==> src/rtl/tpu_feed_ctrl.sv <==
// Operand feed sequencer for the Mini-TPU 4x4 operand memory: stream load, skewed column reads, drain, done.
// Optional macro FEED_TRANSPOSE_EN stores the load stream transposed (line/elem swapped).
module tpu_feed_ctrl #(
  parameter int DATA_WIDTH   = 8,
  parameter int DRAIN_CYCLES = 4
) (
  input  logic                  clk,
  input  logic                  rst_n,
  input  logic                  start,
  input  logic                  skip_load,
  input  logic                  abort,
  input  logic                  in_valid,
  input  logic [DATA_WIDTH-1:0] in_data,
  output logic                  in_ready,
  output logic                  mem_write_enable,
  output logic [1:0]            mem_write_line,
  output logic [1:0]            mem_write_elem,
  output logic [DATA_WIDTH-1:0] mem_data_in,
  output logic [3:0]            mem_read_enable,
  output logic [7:0]            mem_read_elem,
  output logic                  feed_valid,
  output logic                  busy,
  output logic                  done,
  output logic [2:0]            state_dbg
);

  // Load stream handshake: a beat transfers on any cycle where in_valid and in_ready are both high;
  // in_ready is high for the whole LOAD state and never depends on in_valid.

  typedef enum logic [2:0] {
    IDLE  = 3'd0,
    LOAD  = 3'd1,
    FEED  = 3'd2,
    DRAIN = 3'd3,
    DONE  = 3'd4
  } state_t;

  localparam logic [3:0] DRAIN_LAST = 4'((DRAIN_CYCLES > 0) ? (DRAIN_CYCLES - 1) : 0);

  state_t     state, state_nxt;
  logic [3:0] bcnt, bcnt_nxt;
  logic [2:0] s, s_nxt;
  logic [3:0] dcnt, dcnt_nxt;

  always_ff @(posedge clk or negedge rst_n) begin
    if (!rst_n) begin
      state <= IDLE;
      bcnt  <= 4'd0;
      s     <= 3'd0;
      dcnt  <= 4'd0;
    end else begin
      state <= state_nxt;
      bcnt  <= bcnt_nxt;
      s     <= s_nxt;
      dcnt  <= dcnt_nxt;
    end
  end

  always_comb begin
    state_nxt = state;
    bcnt_nxt  = bcnt;
    s_nxt     = s;
    dcnt_nxt  = dcnt;
    if (abort) begin
      state_nxt = IDLE;
      bcnt_nxt  = 4'd0;
      s_nxt     = 3'd0;
      dcnt_nxt  = 4'd0;
    end else begin
      case (state)
        IDLE, DONE: begin
          state_nxt = IDLE;
          if (start) begin
            if (skip_load) begin
              state_nxt = FEED;
              s_nxt     = 3'd0;
            end else begin
              state_nxt = LOAD;
              bcnt_nxt  = 4'd0;
            end
          end
        end
        LOAD: begin
          if (in_valid) begin
            if (bcnt == 4'd15) begin
              state_nxt = FEED;
              bcnt_nxt  = 4'd0;
              s_nxt     = 3'd0;
            end else begin
              bcnt_nxt = bcnt + 4'd1;
            end
          end
        end
        FEED: begin
          if (s == 3'd6) begin
            s_nxt = 3'd0;
            if (DRAIN_CYCLES == 0) begin
              state_nxt = DONE;
            end else begin
              state_nxt = DRAIN;
              dcnt_nxt  = 4'd0;
            end
          end else begin
            s_nxt = s + 3'd1;
          end
        end
        DRAIN: begin
          if (dcnt == DRAIN_LAST) begin
            state_nxt = DONE;
            dcnt_nxt  = 4'd0;
          end else begin
            dcnt_nxt = dcnt + 4'd1;
          end
        end
        default: state_nxt = IDLE;
      endcase
    end
  end

  // Diagonal skew: column i is live for steps i..i+3 and walks rows 0..3 in that window.
  always_comb begin
    mem_read_enable = 4'd0;
    mem_read_elem   = 8'd0;
    if (state == FEED) begin
      for (int i = 0; i < 4; i++) begin
        if ((s >= 3'(i)) && (s <= 3'(i + 3))) begin
          mem_read_enable[i]     = 1'b1;
          mem_read_elem[2*i +: 2] = 2'(s - 3'(i));
        end
      end
    end
  end

  assign in_ready         = (state == LOAD);
  assign mem_write_enable = in_valid & in_ready;
  assign mem_data_in      = in_data;

`ifdef FEED_TRANSPOSE_EN
  assign mem_write_line = in_ready ? bcnt[1:0] : 2'd0;
  assign mem_write_elem = in_ready ? bcnt[3:2] : 2'd0;
`else
  assign mem_write_line = in_ready ? bcnt[3:2] : 2'd0;
  assign mem_write_elem = in_ready ? bcnt[1:0] : 2'd0;
`endif

  assign feed_valid = (state == FEED);
  assign busy       = (state == LOAD) || (state == FEED) || (state == DRAIN);
  assign done       = (state == DONE);
  assign state_dbg  = state;

endmodule

==> config.mk <==
export PLATFORM = sky130hd
export DESIGN_NAME = tpu_feed_ctrl
export DESIGN_NICKNAME = d
export VERILOG_FILES = /design/src/rtl/tpu_feed_ctrl.sv
export SDC_FILE = /design/constraint.sdc
export NUM_CORES = 1
export LEC_CHECK = 0
export ABC_AREA = 1
export BUFFER_PORTS_ARGS = -buffer_cell sky130_fd_sc_hd__clkbuf_2
export CORE_MARGIN = 2
export CORE_UTILIZATION = 43
export DETAILED_ROUTE_END_ITERATION = 8
export PLACE_DENSITY_LB_ADDON = 0.3
export SLEW_MARGIN = 10
export SYNTH_ARGS = -nofsm -noshare
export SYNTH_HDL_FRONTEND = slang
export SYNTH_SLANG_ARGS = --single-unit
==> constraint.sdc <==
create_clock -name clk -period 1.25 [get_ports clk]
set_clock_uncertainty 0.1 [all_clocks]
set_input_delay 0.125 -clock clk [delete_from_list [all_inputs] [get_ports clk]]
set_output_delay 0.125 -clock clk [all_outputs]
set_load 0.01 [all_outputs]
Word-level counts from Yosys, hierarchy flattened
Cells that the tools add are included.

Flip-flop bits (word level): 14. Input port bits: 14. Logic and storage cells: 85.

Add/subtract/negate cells: 6. Magnitude comparators: 8. Eq/ne operators: 14. Multiplexer cells: 37. Bitwise operators: 1. Reduce and logical (&&, ||, !) cells: 15.

Operator list (number): $mux 4 (9); $mux 3 (11); $mux 2 (8); $pmux 4 s2 (2); $ne 3x3->1 const B (5); $pmux 3 s4 (1); $le 3x3->1 const B (3); $pmux 3 s3 (1); $add 4x1->4 const B (2); $mux 8 (1); $reduce_and 4->1 (2); $eq 3x2->1 const B (2); $eq 3x3->1 const B (2); $ge 3x1->1 const B (2); $ge 3x2->1 const B (2); $ne 3x2->1 const B (2); $reduce_bool 3->1 (2); $reduce_and 5->1 (1); $eq 4x2->1 const B (1); $eq 4x4->1 const B (1); $logic_and 1x1->1 (4); $mux 1 (4); $reduce_bool 4->1 (1); $sub 2x2->2 const B (2); other kinds (9) (10).

Logic depth before layout (Yosys ltp)
Word-level depth: 5. Depth in mapped cells: 8.

Worst setup path after synthesis
Ideal clock, no wire load.

Kind: flip-flop to output port. From: register s[0]. To: output mem_read_elem[7]. Data arrival time: 1206 ps. Data required time: 1025 ps. Setup slack: -181 ps. Cell stages (with the launch flop): 5. Buffers on the path: 0. Cells stage by stage: dfrtp_1 > inv_1 > ha_1 > inv_1 > nor3_1.

Cells in the longest elaborated chain, start to end: 4. Elaborated cells between the ends (all ways): 6. Classes of those cells: add/sub (1); order compare (2); mux (2); reduce/logical (1).

RTL lines: from (decl) (line 42) `logic [2:0] s, s_nxt;`; from (signal assigned) (line 54) `s <= s_nxt;`; $ge 3x2->1 / $le 3x3->1 (equally long branches) (line 126) `if ((s >= 3'(i)) && (s <= 3'(i + 3))) begin`; $logic_and 1x1->1 (line 126); $mux 2 * (line 126); $mux 8 * (line 124) `if (state == FEED) begin`; to (decl) (line 20) `output logic [7:0] mem_read_elem,`.

Every way passes the cells marked *; elsewhere a longest branch is shown, timed or not.

Worst setup path in the final report
From: register s[0]. To: output mem_read_elem[5].

Same word-level chain as after synthesis.

==> results.md <==
- Setup tns final: -14420 ps
- Initial antenna violation count: 0
- Total wire length: 5408 µm
- Worst hold margin: 129.7 ps
- Final min period: 1836 ps
- Sequential Area: 356.6 µm²
- Vias in the first global route: 1424
- Syn_nets: 188
- Final Cycle Share: 146.9%
- Worst EP required: 1020 ps
- Internal power: 2335 µW
- Crit path cell chain: nor2_1 > nor3_2 > a21oi_2 > nand2_2 > nor2_2 > buf_2
- Full die area: 0.003054 mm²
- Post-synth EDFFs: 0
- Chip Width: 55.26 µm
- Number of remaining DRC errors: 0
- Netlist Area Pre-Place: 0.001130 mm²
- Iter 0 DRT Violations: 128
- Worst-path clk slew: 90 ps
- Status: complete, but fails checks
- Area contributors post-synth: dfrtp_1 (31%), nand2_1 (11%), nor2_1 (8.0%), inv_1 (7.6%), nand3_1 (7.1%)
- DR vias: 1561
- Clk_lat worst skew: 290 ps
- Max transition margin: 76.23%
- Sequential power share: 15.9%
- N_diodes: 0
- Async set-reset flop share out of synthesis: 100.0%
- CP endpoint kind: output port
- Top-count cell post-synth: nand2_1
- Synth top area share: 31.01%
- Gr usage total: 26.63%
- Fillers: 96
- Clock Tree Buf Depth: 2
- Reg2reg start: state_dbg[2]
- Syn Area/Cell: 6.725 µm²
- Post-synth top cells: nand2_1 (32), nor2_1 (24), inv_1 (23), nand3_1 (16), dfrtp_1 (14)
- Worst path top cell family by delay: simple AND/OR/NAND/NOR gates
- Unrepaired setup endpoints after global routing: yes
- Input/output buffers: 29
- DP HPWL: 2341 µm
- Fmax: 544.7 MHz
- Worst hold path type: input port to register
- Worst setup margin: -585.8 ps
- Number of distinct library cells after synthesis: 25
- Layout area overhead: 96.57%
- GPL Wtd Cong: 0.8882
- R2R depth: 8
- Nets@finish: 261
- # setup viols final: 37
- # clock sinks: 14
- Critical-path top delay cell: dfrtp_2
- Top-Level Pins: 46
- Sequential cell area fraction in the yosys report: 31.01%
- Failing checks: negative setup slack
- Worst reg2reg path endpoint: state_dbg[0]
- Initial Util: 45.61%
- Cells on Worst Hold Path: 3
- Setup crit start kind: register
- Post-Syn Instances: 168
- Hold endpoint: state_dbg[2]
- Power per Cell Area: 2016 mW/mm²
- Leak: 0.001047 µW
- Largest net degree at the start of global routing: 15
- Max cap viols: 0
- Drt pass-1 iters: 4
- CTS H-tree lvls: 1
- Buffers and inverters on the worst path: 1
- FF+latch count, synth: 14
- Routed WL per cell: 20.03 µm
- CP Max Fanout: 7
- Final hold viol count: 0
- CTS tree: built
- Antenna-violating nets left: 0
- Area of the multi-input gates: 982.2 µm²
- Clk pwr share: 6.2%
- Hold_sp: in_valid
- Total grt overflow: 0
- Reg-to-reg slack, setup: -400 ps
- Top_reg_cell synth: dfrtp_1
- Comb power frac: 78.0%
- CP max stage delay: 490 ps
- Sw Ratio: 47.84%
- CTS Root Cell: clkbuf_4
- Worst-margin pin slew: 356.5 ps
- CTS buffer count: 3
- Net Sw Power: 2142 µW
- Yosys Warn Count: 0
- WS Path Type: register to output port
- Final Slew Violations: 0
- Layout cells sized above 1: 67.08%
- Via density: 5.781
- First-pass GRT wire length: 6527 µm
- Post-synth top area cell: dfrtp_1
- Critical Path AT: 1610 ps
- Row Count: 18
- Max VDD drop: 1723 µV
- Core region area: 0.002477 mm²
- Die height: 55.26 µm
## tightest hold or removal path: cells and delay by family
kind	cells	cell delay, ps
AOI/OAI and AO/OA	1	100
and+or+nand+nor	1	110
buffers and inverters	1	130
## power by group through the flow
stage	clock network, µW	logic (µW)	registers, µW
detailed placement	0	1910	686
global route	301	3640	720
floorplan	0	1100	720
finish	276	3490	711
CTS	268	2740	673
global placement	0	1880	678
## flip-flops by register name, indices dropped and copies added (netlist names)
name       count
bcnt           4
dcnt           4
s              3
state_dbg      3
## per-stage QoR
stage	cells	cell area (µm²)	total power (µW)	utilization, %	setup slack [ps]
2_1_floorplan	168	1264	1821	-	-63.02
3_3_place_gp	245	1603	2557	64.70	-133.8
3_5_place_dp	245	1603	2601	64.70	-178.8
4_1_cts	268	1974	3680	79.70	-484.0
5_1_grt	270	2221	4661	89.65	-677.5
6_report	270	2221	4477	89.65	-585.8
## cell usage in the layout, fill, tap and decap left out, drive strengths merged, types with 2 or more instances in the layout
cell    count
buf        66
nand2      33
nor2       28
inv        24
nand3      17
clkbuf     14
dfrtp      14
o21ai      13
nor3        9
ha          6
nand4       4
a21oi       4
or2         2
## per-layer routing
metal	wire length, µm	vias up	GRT usage (%)
li1	-	686	-
met2	2842	88	50.17
met4	186	0	9.059
met5	0	-	0
met3	336	16	2.576
met1	2042	771	31.02
## cells by family after synthesis
kind of cell / share of synthesized area [%]
XOR/XNOR: 1.551
buffers and inverters: 14.06
flip-flops: 31.01
adder cells (fa/ha/maj): 6.644
AND/OR/NAND/NOR: 37.32
AO/OA/AOI/OAI: 9.413
## how the worst max path moves through the flow
| stage | start | end | slack [ps] | cells past startpoint |
|---|---|---|---|---|
| after floorplan | s[2] | mem_read_elem[7] | -60 | 4 |
| after global routing | s[0] | mem_read_elem[4] | -680 | 6 |
| after detailed placement | s[1] | mem_read_elem[7] | -180 | 5 |
| final | s[0] | mem_read_elem[5] | -590 | 6 |
| after CTS | s[1] | mem_read_elem[4] | -480 | 7 |
| after global placement | s[1] | mem_read_elem[4] | -130 | 7 |
## timing repair
action | 4_1_cts | 5_1_grt
endpoints found under the setup margin | 36 | 38
buffers inserted | 17 | 4
hold buffers | 1 | 0
pin swaps | 21 | 12
endpoints found under the hold margin | 14 | 0
resized for setup | 46 | 74
cloned | 1 | 0
## area by class of cell
| cell class | instances | area share [%] |
|---|---|---|
| Clock buffer | 4 | 1.183 |
| Sequential cell | 14 | 16.06 |
| Timing Repair Buffer | 77 | 31.72 |
| Inverter | 25 | 5.127 |
| Tap cell | 30 | 1.690 |
| Multi-Input combinational cell | 120 | 44.23 |
Power figures use the tool's default switching activity.
